### config.mk
export PLATFORM = sky130hd
export DESIGN_NAME = sensor_uart_tx_arbiter
export DESIGN_NICKNAME = d
export VERILOG_FILES = /design/src/rtl/sensor_uart_tx_arbiter.sv
export SDC_FILE = /design/constraint.sdc
export NUM_CORES = 1
export LEC_CHECK = 0
export CORE_ASPECT_RATIO = 1.1
export CORE_MARGIN = 3
export CORE_UTILIZATION = 48
export DETAILED_ROUTE_END_ITERATION = 16
export HOLD_SLACK_MARGIN = 0.12
export PLACE_DENSITY = 0.79
export REMOVE_ABC_BUFFERS = 1
export SYNTH_ARGS = -nofsm -noshare
export SYNTH_HDL_FRONTEND = slang
export SYNTH_SLANG_ARGS = --single-unit
### constraint.sdc
create_clock -name CLK -period 3.52 [get_ports CLK]
set_input_delay 0.528 -clock CLK [delete_from_list [all_inputs] [get_ports CLK]]
set_output_delay 0.528 -clock CLK [all_outputs]
set_load 0.02 [all_outputs]
### src/rtl/sensor_uart_tx_arbiter.sv
// sensor_uart_tx_arbiter
// Round-robin arbiter that shares one UART TX byte engine between the ADS1292
// ECG stream and the MPR121 touch stream. A packet is a header byte followed by
// the latched payload, MSB byte first, delivered over a valid/ready handshake.
// Optional build macro SENSOR_UART_TX_CHECKSUM_EN appends one XOR checksum byte
// (XOR of all payload bytes, header excluded) after the payload.
module sensor_uart_tx_arbiter #(
  parameter int unsigned ADS_BYTES = 9,
  parameter int unsigned MPR_BYTES = 2,
  parameter logic [7:0]  ADS_HDR   = 8'hA5,
  parameter logic [7:0]  MPR_HDR   = 8'h5A
) (
  input  logic                   CLK,
  input  logic                   RSTN,
  input  logic                   ADS_REQ,
  input  logic [8*ADS_BYTES-1:0] ADS_DATA,
  output logic                   ADS_ACK,
  output logic                   ADS_DONE,
  input  logic                   MPR_REQ,
  input  logic [8*MPR_BYTES-1:0] MPR_DATA,
  output logic                   MPR_ACK,
  output logic                   MPR_DONE,
  output logic [7:0]             UART_TX_DATA,
  output logic                   UART_TX_VALID,
  input  logic                   UART_TX_READY,
  output logic                   BUSY
);

  localparam int unsigned MAXB  = (ADS_BYTES > MPR_BYTES) ? ADS_BYTES : MPR_BYTES;
  localparam int unsigned SH_W  = 8 * MAXB;
  localparam int unsigned CNT_W = (MAXB > 1) ? $clog2(MAXB) : 1;
  localparam logic [CNT_W-1:0] ADS_LAST = CNT_W'(ADS_BYTES - 1);
  localparam logic [CNT_W-1:0] MPR_LAST = CNT_W'(MPR_BYTES - 1);

  typedef enum logic [2:0] {
    IDLE    = 3'd0,
    HDR     = 3'd1,
    PAYLOAD = 3'd2,
`ifdef SENSOR_UART_TX_CHECKSUM_EN
    CHK     = 3'd3,
`endif
    DONE    = 3'd4
  } state_t;

  state_t            state_q, state_d;
  logic [SH_W-1:0]   shreg_q, shreg_d;
  logic [CNT_W-1:0]  cnt_q, cnt_d;
  logic              src_q, src_d;           // 1 = MPR packet in flight
  logic              last_mpr_q, last_mpr_d; // 1 = MPR was served last
  logic [7:0]        tx_data_q, tx_data_d;
  logic              tx_valid_q, tx_valid_d;
  logic              ads_ack_q, ads_ack_d;
  logic              mpr_ack_q, mpr_ack_d;
  logic              ads_done_q, ads_done_d;
  logic              mpr_done_q, mpr_done_d;
  logic              busy_q, busy_d;

  logic              accept;
  logic              pick_mpr;
  logic              last_byte;
  logic              load_byte;
  logic              finish_pkt;
  logic [7:0]        top_byte;
  logic [SH_W-1:0]   ads_aligned;
  logic [SH_W-1:0]   mpr_aligned;

  // Payloads are left-aligned so the MSB byte always sits at the top of the shifter.
  assign ads_aligned = SH_W'(ADS_DATA) << (SH_W - 8 * ADS_BYTES);
  assign mpr_aligned = SH_W'(MPR_DATA) << (SH_W - 8 * MPR_BYTES);
  assign top_byte    = shreg_q[SH_W-1 -: 8];
  assign accept      = tx_valid_q & UART_TX_READY;
  assign pick_mpr    = MPR_REQ & (~ADS_REQ | ~last_mpr_q);
  assign last_byte   = src_q ? (cnt_q == MPR_LAST) : (cnt_q == ADS_LAST);

`ifdef SENSOR_UART_TX_CHECKSUM_EN
  logic [7:0] chk_q, chk_d;

  // Running XOR of every payload byte as it is placed on the bus.
  always_comb begin
    chk_d = chk_q;
    if (state_q == IDLE) chk_d = 8'h00;
    else if (load_byte)  chk_d = chk_q ^ top_byte;
  end

  // Checksum accumulator; cleared while idle, so no reset is needed.
  always_ff @(posedge CLK) begin
    chk_q <= chk_d;
  end
`endif

  // Next-state and registered-output logic for the packet framer.
  always_comb begin
    state_d    = state_q;
    shreg_d    = shreg_q;
    cnt_d      = cnt_q;
    src_d      = src_q;
    last_mpr_d = last_mpr_q;
    tx_data_d  = tx_data_q;
    tx_valid_d = tx_valid_q;
    ads_ack_d  = 1'b0;
    mpr_ack_d  = 1'b0;
    ads_done_d = 1'b0;
    mpr_done_d = 1'b0;
    busy_d     = busy_q;
    load_byte  = 1'b0;
    finish_pkt = 1'b0;

    case (state_q)
      IDLE: begin
        if (ADS_REQ || MPR_REQ) begin
          src_d      = pick_mpr;
          shreg_d    = pick_mpr ? mpr_aligned : ads_aligned;
          ads_ack_d  = ~pick_mpr;
          mpr_ack_d  = pick_mpr;
          busy_d     = 1'b1;
          tx_valid_d = 1'b1;
          tx_data_d  = pick_mpr ? MPR_HDR : ADS_HDR;
          cnt_d      = '0;
          state_d    = HDR;
        end
      end
      HDR: begin
        if (accept) begin
          load_byte = 1'b1;
          cnt_d     = '0;
          state_d   = PAYLOAD;
        end
      end
      PAYLOAD: begin
        if (accept) begin
          if (last_byte) begin
`ifdef SENSOR_UART_TX_CHECKSUM_EN
            tx_data_d = chk_q;
            state_d   = CHK;
`else
            finish_pkt = 1'b1;
`endif
          end else begin
            load_byte = 1'b1;
            cnt_d     = cnt_q + CNT_W'(1);
          end
        end
      end
`ifdef SENSOR_UART_TX_CHECKSUM_EN
      CHK: begin
        if (accept) finish_pkt = 1'b1;
      end
`endif
      DONE: begin
        busy_d     = 1'b0;
        last_mpr_d = src_q;
        state_d    = IDLE;
      end
      default: begin
        state_d = IDLE;
      end
    endcase

    if (load_byte) begin
      tx_data_d = top_byte;
      shreg_d   = shreg_q << 8;
    end

    if (finish_pkt) begin
      tx_valid_d = 1'b0;
      ads_done_d = ~src_q;
      mpr_done_d = src_q;
      state_d    = DONE;
    end
  end

  // Control and output registers with synchronous active-low reset.
  always_ff @(posedge CLK) begin
    if (!RSTN) begin
      state_q    <= IDLE;
      cnt_q      <= '0;
      src_q      <= 1'b0;
      last_mpr_q <= 1'b1;
      tx_data_q  <= 8'h00;
      tx_valid_q <= 1'b0;
      ads_ack_q  <= 1'b0;
      mpr_ack_q  <= 1'b0;
      ads_done_q <= 1'b0;
      mpr_done_q <= 1'b0;
      busy_q     <= 1'b0;
    end else begin
      state_q    <= state_d;
      cnt_q      <= cnt_d;
      src_q      <= src_d;
      last_mpr_q <= last_mpr_d;
      tx_data_q  <= tx_data_d;
      tx_valid_q <= tx_valid_d;
      ads_ack_q  <= ads_ack_d;
      mpr_ack_q  <= mpr_ack_d;
      ads_done_q <= ads_done_d;
      mpr_done_q <= mpr_done_d;
      busy_q     <= busy_d;
    end
  end

  // Payload shifter; contents are only meaningful after a grant loads it.
  always_ff @(posedge CLK) begin
    shreg_q <= shreg_d;
  end

  assign UART_TX_DATA  = tx_data_q;
  assign UART_TX_VALID = tx_valid_q;
  assign ADS_ACK       = ads_ack_q;
  assign MPR_ACK       = mpr_ack_q;
  assign ADS_DONE      = ads_done_q;
  assign MPR_DONE      = mpr_done_q;
  assign BUSY          = busy_q;

endmodule
# Word-level counts from Yosys, hierarchy flattened
# Index checks and enable logic that the tools add are counted.
# classes
add_sub_neg	1
n_eq_ne	12
muxes	27
bitwise_logic	9
reduce_logical	15
# ops
cell	n
$mux 72	4
$mux 8	4
$mux 4	4
$pmux 4 s3	1
$ne 2x2->1 const B	5
$mux 3	3
$pmux 3 s3	1
$reduce_and 3->1	3
$mux 1	8
$reduce_and 2->1	4
$ne 3x3->1 const B	2
$not 1->1	6
$reduce_bool 2->1	3
$reduce_and 5->1	1
$add 4x1->4 const B	1
$eq 4x1->1 const B	1
$eq 4x4->1 const B	1
$pmux 1 s2	2
$eq 3x1->1 const B	1
$eq 3x2->1 const B	1
$eq 3x3->1 const B	1
$logic_not 3->1	1
$reduce_bool 3->1	1
$and 1x1->1	2
other kinds (3)	3
# totals
regBits	95
inputBits	93
out_inout_bits	14
word_cells	78

# Logic depth before layout (Yosys ltp)
# Gate-level depths: netlist of the first run.
# logic_depth
depth_word	7
depth_mapped	7
ltp_nobuf	5

# Worst setup path after synthesis of the first run
# OpenSTA, ideal clock, no wires.
# synth_path
path_type	in2reg
from	input ADS_REQ
to	register shreg_q[10], enable pin
setup_ns	0.424
t_arrival_ns	2.684
required_ns	3.096
slack_ns	0.413
stages	5
path_buffers	2
path_cell_list	nor2_1 -> or4_1 -> buf_6 -> clkbuf_1 -> nand2_1
# synth_between
elab_chain_cells	3
# synth_lines
item	line	text
from (decl)	15	input logic ADS_REQ,
$logic_or 1x1->1	110	if (ADS_REQ || MPR_REQ) begin
$reduce_bool 2->1 (no source line)	--	
$reduce_and 2->1 (no source line)	--	
to (signal assigned)	203	shreg_q <= shreg_d;
to (decl)	46	logic [SH_W-1:0] shreg_q, shreg_d;
# Every way passes these cells.
# A chain may end at the register's enable or synchronous reset.

# Final worst setup path of the first run
# layout_path
from	input MPR_REQ
to	register shreg_q[21], enable pin
# layout_between
elab_chain_cells	3
# layout_lines
item	line	text
from (decl)	19	input logic MPR_REQ,
$logic_or 1x1->1	110	
$reduce_bool 2->1 (no source line)	--	
$reduce_and 2->1 (no source line)	--	
# Every way passes these cells.

==> flow_summary.yaml, run 1 <==
critical_path:
  start_kind: "input port"
  cp-end-kind: "register"
  r2r_setup_slack_ns: 1.12
  cp_slowest_cell: "or4_1"
  worstPathRequired_ns: 3.56
  r2r-end: "shreg_q[21]$_DFFE_PP_"
  critPathCapture: "shreg_q[21]$_DFFE_PP_"
  path_class: "in2reg"
  critical_path.max_stage_delay_ns: 0.79
  cp_max_fo: 36
  crit_chain: "clkdlybuf4s50_1 > nor2_1 > or4_1 > buf_4 > nand2_4 > buf_12"
  worst_r2r_startpoint: "state_q[2]$_SDFFE_PN0P_"
  startpoint: "MPR_REQ"
  rr_worst_depth: 4
  arrival_ns: 2.67
placement:
  dp_hpwl_um: 6070
  dp_cells: 518
  port_buffers: 106
  routabilityCongestion: 0.793
global_route:
  grt_overflow: 0
  antenna_found_initial: 0
  grt_max_degree: 49
  track_usage_pct: 18.7
  grt_pass1_vias: 2892
  grt_pass1_wl_um: 13800
logic_synthesis:
  syn_area_um2: 4010
  yosys_register_bits: 95
  muxShareOfSynthArea_pct: 3.99
  syn_area_per_cell_um2: 12.5
  yosysUniqueCellTypes: 35
  synth_top_family_by_area: "compound AO/OA/AOI/OAI gates"
  yosys_warnings: 0
  synthSimpleGateAreaFrac_pct: 10.6
  synth_fa_ha_area_share_pct: 0.312
  netlist_instances: 322
  seq_area_frac_synth_pct: 63.3
  synth_xor_area_share_pct: 0.436
  synth_compound_gate_area_share_pct: 17.6
sta:
  finalSetupTns_ns: 0
  finalSetupViolCount: 0
  clock.fmax_ghz: 0.381
  period_minus_slack_ns: 2.62
  rsz0062_at_grt: "no"
  finClkSkew_ns: 0.00813
  max-slew-margin-rel_pct: 34.7
  final-max-slew-violation-count: 0
  post-route-period-util_pct: 74.5
  hold_viol: 0
  worst_pin_slew_ns: 0.973
routing:
  dr_total_vias: 2871
  wl_per_cell_um: 16.2
  via_per_inst: 5.38
  dr.pass1.iters: 4
  drcViolationCount: 0
  ant_nets: 0
  drt-initial-drc-count: 134
  wl_um: 8660
floorplanning:
  start_util_pct: 49.9
  coreArea_um2: 8040
  die-area_um2: 9500
  die_width_um: 93.2
  io_pins: 107
  rows: 34
  die_h_um: 102
final_layout:
  syn2layout_area_growth_pct: 33.6
  multiInputGateArea_um2: 1340
  drive_gt1_share_pct: 6.10
  n_antenna_cell: 0
  nets: 515
  seq_area_um2: 2540
  layout.cells.non_filler: 534
  fillers: 606
clock_network:
  clock-sinks: 95
  cts_buffer_depth: 2
  cts_buffers: 9
  ctsHtreeMaxLevel: 3
  insertion_delay_ns: 0.35
  holdBufCountCts: 0
  clk_pin_slew_ns: 0.08
  cts_resized: 0
  cts_tree: "done"
  cts_root_buf: "clkbuf_8"
  cts_setup_buffers: 0
status:
  status: "completed"
power:
  ir_worst_vdd_v: 0.000205
  powerDensity_nw_per_um2: 480
  cellLeakagePower_nw: 1.97
hold_path:
  whs_path_depth: 2
  min_path_type: "reg2reg"
run:
  drv_cap: 0
[metrics by stage]
| stage | setup slack [ns] | total power [W] | utilization, % | hold slack, ns | cell area [um^2] |
|---|---|---|---|---|---|
| after detailed placement | 0.548 | 0.00187 | 64.1 | 0.448 | 5150 |
| after CTS | 0.915 | 0.00259 | 66.7 | 0.460 | 5360 |
| after global routing | 0.807 | 0.00269 | 66.7 | 0.484 | 5360 |
| after floorplan | 0.163 | 0.00165 | - | 0.432 | 3870 |
| final | 0.898 | 0.00257 | 66.7 | 0.459 | 5360 |
| after global placement | 0.598 | 0.00185 | 64.1 | 0.439 | 5150 |
[cells in the mapped netlist]
cell type  count  share of area (%)
or3b_2         1               0.22
nand2_1       37                3.5
dfxtp_1       31                 15
a21boi_1       4               0.75
nor2_1        15                1.4
a21oi_1       12                1.5
o31ai_1        1               0.19
nor2b_1        1               0.16
nor3b_1        5               0.94
nand2b_1       2               0.31
and2_1         3               0.47
xor2_1         2               0.44
mux2i_1       16                4.0
a21boi_0       1               0.19
buf_6          2               0.56
and3_1         2               0.31
buf_8          2               0.75
a22o_1        48                 10
nor3_1         2               0.25
nand3b_1       1               0.19
edfxtp_1      64                 48
o211ai_1       6                1.1
ha_1           1               0.31
o21a_1         1               0.19
or4_1          1               0.19
inv_1          1              0.093
nor4_2         1               0.31
nand4_1        3               0.47
nor2_8         1               0.50
nand3_1       10                1.2
a211oi_1       4               0.75
buf_2         12                1.5
o21ai_0       20                2.5
clkbuf_1       8               0.75
and3b_1        1               0.22
[cell type report]
| cell class | count | share of cell area, % |
|---|---|---|
| clock buffers | 11 | 2.82 |
| multi-input cells | 202 | 25.0 |
| clock inverters | 5 | 1.05 |
| well taps | 108 | 2.52 |
| inverters | 1 | 0.0700 |
| repair buffers | 112 | 21.1 |
| flip-flops and latches | 95 | 47.4 |
[power by group]
part	internal, W	leakage, nW	switching, W	total, W
registers	0.00137	0.912	0.0000520	0.00142
logic	0.000216	0.951	0.000206	0.000422
clock network	0.000366	0.107	0.000360	0.000726
total	0.00195	1.97	0.000618	0.00257
[sequential cells by signal, indices dropped and copies added, names as in the netlist]
name / flops
ADS_ACK: 1
ADS_DONE: 1
BUSY: 1
MPR_ACK: 1
MPR_DONE: 1
UART_TX_DATA: 8
UART_TX_VALID: 1
cnt_q: 4
last_mpr_q: 1
shreg_q: 72
src_q: 1
state_q: 3
[cell families (layout without fill, tap and decap cells)]
group / after synthesis / in the layout
muxes: 16 / 16
DFF: 95 / 95
xor gates and xnor gates: 2 / 2
AOI/OAI and AO/OA: 97 / 97
adders and majority gates: 1 / 1
and+or+nand+nor: 86 / 86
buffers and inverters: 25 / 129
[cells in the final DEF (no fill, tap or decap), drive strengths merged, types with 2 or more instances in the layout]
master         Yosys  routed
a211oi             4       4
a21boi             5       5
a21oi             12      12
a22o              48      48
and2               3       3
and3               2       2
buf               16       6
clkbuf             8      11
clkdlybuf4s50      0     106
clkinv             0       4
dfxtp             31      31
edfxtp            64      64
mux2i             16      16
nand2             37      37
nand2b             2       2
nand3             10      10
nand4              3       3
nor2              16      16
nor3               2       2
nor3b              5       5
o211ai             6       6
o21ai             20      20
xor2               2       2
[per-layer routing]
| layer | up-vias | routed length [um] | GRT usage [%] |
|---|---|---|---|
| li1 | 1421 | - | - |
| met1 | 1339 | 3590 | 23.4 |
| met2 | 100 | 4270 | 31.6 |
| met3 | 11 | 674 | 4.57 |
| met4 | 0 | 124 | 7.10 |
| met5 | - | 0 | 0 |
[worst min path at each step]
stage	endpoint	start	slack, ns
6_report	shreg_q[1]$_SDFFE_PP0P_	shreg_q[1]$_SDFFE_PP0P_	0.46
5_1_grt	shreg_q[2]$_SDFFE_PP0P_	shreg_q[2]$_SDFFE_PP0P_	0.48
4_1_cts	shreg_q[2]$_SDFFE_PP0P_	shreg_q[2]$_SDFFE_PP0P_	0.46
3_3_place_gp	shreg_q[2]$_SDFFE_PP0P_	shreg_q[2]$_SDFFE_PP0P_	0.44
2_1_floorplan	shreg_q[0]$_SDFFE_PP0P_	shreg_q[0]$_SDFFE_PP0P_	0.43
3_5_place_dp	shreg_q[5]$_SDFFE_PP0P_	shreg_q[5]$_SDFFE_PP0P_	0.45
[critical path: cells and delay by family]
kind,cells,cell delay [ns]
buffers and inverters,3,1.09
and+or+nand+nor,3,1.02
No activity file was read; power rests on OpenSTA's default activity.
==> run 2: changes to the inputs <==
- CORE_UTILIZATION: 48 -> 44
- PLACE_DENSITY: 0.79 -> 0.77
- clock period: 3.52 -> 2.4 ns (I/O delays scaled with it)
==> run 2 against run 1 <==
Die area is 8.5% higher. Sequential share of layout area is 1.1 points lower. Combinational power is 55% higher.
==> flow_summary.yaml, run 2 (synthesis gave the netlist of run 1 again) <==
final_layout:
  drive_gt1_share_pct: 7.82
  nets: 524
  largest_register_ffs: 72
  fin_util_pct: 63.6
  fillers: 697
  top_register: "shreg_q"
  mostFrequentLayoutCell: "clkdlybuf4s50_1"
  syn2layout_area_growth_pct: 36.8
  layout.cells.non_filler: 546
  layout.cells.most_common_list: "106 x clkdlybuf4s50_1, 64 x edfxtp_1, 48 x a22o_1"
  fin_area_um2: 5490
  n_antenna_cell: 0
clock_network:
  clk_pin_slew_ns: 0.09
  holdBufCountCts: 0
  cts_buffer_depth: 2
  cts_tree: "done"
  cts_root_buf: "clkbuf_8"
  cts_setup_buffers: 0
  insertion_delay_ns: 0.35
  ctsHtreeMaxLevel: 3
  clock-sinks: 95
  cts_resized: 0
  cts_buffers: 9
sta:
  hold_viol: 0
  clock.fmax_ghz: 0.510
  holdWs_ns: 0.461
  finalSetupViolCount: 0
  period_minus_slack_ns: 1.96
  final-max-slew-violation-count: 0
  rsz0062_at_grt: "no"
  post-route-period-util_pct: 81.8
  max-slew-margin-rel_pct: 62.5
  worst_pin_slew_ns: 0.561
  finClkSkew_ns: 0.0111
floorplanning:
  start_util_pct: 46.5
  die_width_um: 97.1
  rows: 35
  coreArea_um2: 8630
  die-area_um2: 10300
  io_pins: 107
  die_h_um: 106
placement:
  dpl_cell_area_um2: 5280
  port_buffers: 106
  dp_cells: 530
  dp_hpwl_um: 6310
  routabilityCongestion: 0.805
global_route:
  grt_pass1_vias: 2994
  track_usage_pct: 17.6
  grt_overflow: 0
  grt_max_degree: 37
  grt_pass1_wl_um: 14600
  antenna_found_initial: 0
routing:
  wl_um: 8960
  wl_per_cell_um: 16.4
  dr.pass1.iters: 5
  ant_nets: 0
  via_per_inst: 5.44
  drcViolationCount: 0
  dr_total_vias: 2970
  drt-initial-drc-count: 115
power:
  powerDensity_nw_per_um2: 705
  ir_worst_vdd_v: 0.000431
  cellLeakagePower_nw: 2.02
critical_path:
  worstPathRequired_ns: 2.62
  cp_slowest_cell: "clkdlybuf4s50_1"
  cp_max_fo: 24
  start_kind: "input port"
  arrival_ns: 2.18
  path_delay_family: "buffers and inverters"
  path_class: "in2reg"
  crit_chain: "clkdlybuf4s50_1 > nor2_1 > or4_1 > buf_4 > nor2_8 > buf_12 > a22o_1"
  crit_buf_inv: 3
  critical_path.max_stage_delay_ns: 0.49
  cp-end-kind: "register"
status:
  status: "completed"
run:
  drv_cap: 0
hold_path:
  min_path_type: "reg2reg"
-- run 2: cell count changes in the layout (fill, tap and decap cells not counted), moves of 2 or more --
cell and delta:
buf_12 +4, buf_4 +5, clkbuf_1 +2, clkbuf_8 -2, clkinv_4 -2
-- run 2: final cells by class --
type	instances	area (um^2)	share of cell area, %
flip-flops and latches	95	2540	46.3
multi-input cells	202	1340	24.5
repair buffers	121	1250	22.7
well taps	111	139	2.53
clock buffers	11	131	2.39
clock inverters	5	81.3	1.48
inverters	1	3.75	0.0684
-- run 2: final timing paths --
path,cells after the start,to,startpoint,slack (ns)
max,7,shreg_q[13]$_DFFE_PP_,MPR_REQ,0.44
min,2,shreg_q[5]$_SDFFE_PP0P_,shreg_q[5]$_SDFFE_PP0P_,0.46
max reg2reg,5,shreg_q[49]$_DFFE_PP_,src_q$_SDFFE_PN0P_,0.48
min reg2reg,2,shreg_q[5]$_SDFFE_PP0P_,shreg_q[5]$_SDFFE_PP0P_,0.46
-- run 2: report_power, final --
group | leakage (nW) | internal [W] | switching [W]
logic | 1.01 | 0.000347 | 0.000305
clock network | 0.100 | 0.000589 | 0.000540
registers | 0.912 | 0.00201 | 0.0000787
-- run 2: metrics by stage --
stage | setup TNS, ns | worst slack, ns | total power (W)
3_5_place_dp | 0 | 0.0898 | 0.00278
5_1_grt | 0 | 0.269 | 0.00405
6_report | 0 | 0.438 | 0.00387
4_1_cts | 0 | 0.444 | 0.00390
2_1_floorplan | -71.71 | -0.828 | 0.00242
3_3_place_gp | 0 | 0.137 | 0.00275
-- run 2: worst reg2reg max path, cell delays in order (launching register included) --
cell      delay, ns
dfxtp_1        0.37
nor3b_1        0.32
o211ai_1       0.19
and2_2         0.34
buf_12         0.21
a22o_1         0.26
-- run 2: routing by layer --
metal  vias to the layer above  global-route usage (%)  share of wire, %
met5                         -                       0                 0
met4                         0                    3.31              0.38
met3                         4                    6.04               8.0
met2                       107                    29.8                50
met1                      1417                    22.1                42
li1                       1442                       -                 -
==> run 3: changes to the inputs <==
- CORE_UTILIZATION: 44 -> 48
- PLACE_DENSITY: 0.77 -> 0.79
- clock period: 2.4 -> 1.85 ns (I/O delays scaled with it)
==> run 3 against run 2 <==
Sequential share of layout area shrank 0.72 points. First-iteration DRC count up 11%. Worst setup slack lost 0.35 ns. Register-to-register slack got worse by 0.39 ns. Sequential cell count unchanged. Sequential power up 30%. Hold slack lost 0.0031 ns. Global-route usage up 1.6 points. Clock skew up 0.0055 ns. Clock power rose by 15%. Routed wire length shrank 2.4%. Critical endpoint is now shreg_q[26]$_DFFE_PP_. Largest cell class unchanged. Largest power group unchanged.
==> flow_summary.yaml, run 3 (synthesis gave the netlist of run 1 again) <==
status:
  status: "completed"
final_layout:
  fillers: 564
  nets: 534
  layout.cells.most_common_list: "106 x clkdlybuf4s50_1, 64 x edfxtp_1, 48 x a22o_1"
  largest_register_ffs: 72
  multiInputGateArea_um2: 1350
  fin_area_um2: 5580
  syn2layout_area_growth_pct: 39.1
  mostFrequentLayoutCell: "clkdlybuf4s50_1"
  seq_area_um2: 2540
  n_antenna_cell: 0
  fin_util_pct: 69.4
  drive_gt1_share_pct: 11.0
  top_register: "shreg_q"
  layout.cells.non_filler: 553
sta:
  final-max-slew-violation-count: 0
  layout_setup_ws_ns: 0.0859
  clock.fmax_ghz: 0.567
  worst_pin_slew_ns: 0.418
  max-slew-margin-rel_pct: 72.1
  finClkSkew_ns: 0.0166
  post-route-period-util_pct: 95.4
  hold_viol: 0
  period_minus_slack_ns: 1.76
  rsz0062_at_grt: "no"
  finalSetupViolCount: 0
power:
  cellLeakagePower_nw: 2.08
  p_seq_share_pct: 55.1
  swShare_pct: 26.2
  powerDensity_nw_per_um2: 879
  comb_power_share_pct: 18.3
  p_sw_w: 0.00128
  ir_worst_vdd_v: 0.000465
  clock_power_share_pct: 26.5
  p_int_w: 0.00362
routing:
  wl_um: 8750
  routed.top_layer: "met4"
  dr.pass1.iters: 4
  wl_per_cell_um: 15.8
  via_per_inst: 5.41
  ant_nets: 0
  drt-initial-drc-count: 128
  m1WireLength_um: 3580
  met3WireLength_um: 627
  met2_length_um: 4440
  drcViolationCount: 0
  dr_total_vias: 2992
global_route:
  grt_overflow: 0
  grt_pass1_vias: 2974
  grt_max_degree: 35
  grt_pass1_wl_um: 14200
  track_usage_pct: 19.2
  antenna_found_initial: 0
floorplanning:
  coreArea_um2: 8040
  die_h_um: 102
  die-area_um2: 9500
  io_pins: 107
  rows: 34
  die_width_um: 93.2
  start_util_pct: 49.9
clock_network:
  ctsHtreeMaxLevel: 3
  cts_tree: "done"
  cts_root_buf: "clkbuf_8"
  clock-sinks: 95
  clk_pin_slew_ns: 0.10
  cts_buffers: 9
  cts_buffer_depth: 2
  insertion_delay_ns: 0.36
placement:
  port_buffers: 106
  dp_cells: 537
  place_ws_ns: -0.231
  dpl_cell_area_um2: 5390
  routabilityCongestion: 0.815
  dp_hpwl_um: 6300
critical_path:
  worstPathRequired_ns: 1.96
  cp-end-kind: "register"
  arrival_ns: 1.87
  cp_max_fo: 34
  path_class: "reg2reg"
  start_kind: "register"
  crit_chain: "nand2b_1 > o211ai_1 > and2_2 > buf_12 > a22o_1"
  path_delay_family: "simple AND/OR/NAND/NOR gates"
  critical_path.max_stage_delay_ns: 0.40
  crit_buf_inv: 1
  cp_slowest_cell: "dfxtp_2"
run:
  drv_cap: 0
hold_path:
  min_path_type: "reg2reg"
-- run 3: power by group through the flow --
stage	clock network [W]	registers, W	logic (W)
3_3_place_gp	0	0.00274	0.000878
6_report	0.00130	0.00271	0.000899
3_5_place_dp	0	0.00275	0.000904
2_1_floorplan	0	0.00277	0.000367
4_1_cts	0.00133	0.00271	0.000909
5_1_grt	0.00142	0.00274	0.000975
-- run 3: cell type report --
class | count | share of cell area [%]
timing repair buffer | 131 | 24.4
clock buffer | 9 | 2.22
sequential | 95 | 45.6
inverter | 1 | 0.0672
tap | 108 | 2.42
multi-input combinational | 202 | 24.1
clock inverter | 7 | 1.17
-- run 3: final timing paths --
path / start / to / slack (ns) / cells after the start
worst max-delay path: state_q[1]$_SDFFE_PP0P_ / shreg_q[26]$_DFFE_PP_ / 0.09 / 5
worst min-delay path: shreg_q[1]$_SDFFE_PP0P_ / shreg_q[1]$_SDFFE_PP0P_ / 0.46 / 2
worst max register to register: state_q[1]$_SDFFE_PP0P_ / shreg_q[26]$_DFFE_PP_ / 0.09 / 5
worst min register to register: shreg_q[1]$_SDFFE_PP0P_ / shreg_q[1]$_SDFFE_PP0P_ / 0.46 / 2
-- run 3: worst reg2reg max path, delay by kind of cell, from the launching register on --
kind                   cells  cell delay (ns)
AND/OR/NAND/NOR            2             0.51
AO/OA/AOI/OAI              2             0.43
buffers and inverters      1             0.19
flip-flops                 1             0.40
-- run 3: metrics by stage --
stage          setup TNS [ns]  hold WS, ns  total power (W)
5_1_grt                     0        0.467          0.00513
4_1_cts                     0        0.457          0.00495
3_5_place_dp           -26.64        0.445          0.00366
6_report                    0        0.458          0.00491
3_3_place_gp           -22.06        0.438          0.00362
2_1_floorplan         -150.92        0.354          0.00313
-- run 3: layer usage --
| metal | track usage [%] | vias to the layer above |
|---|---|---|
| li1 | - | 1455 |
| met1 | 22.9 | 1427 |
| met2 | 33.5 | 98 |
| met3 | 5.23 | 12 |
| met4 | 6.76 | 0 |
| met5 | 0 | - |
-- run 3: repair_timing --
action | CTS | global route
setup buffers | 0 | 0
endpoints found under the hold margin | 0 | 0
setup endpoints to repair | 0 | 52
resized for setup | 0 | 3
hold buffers | 0 | 0
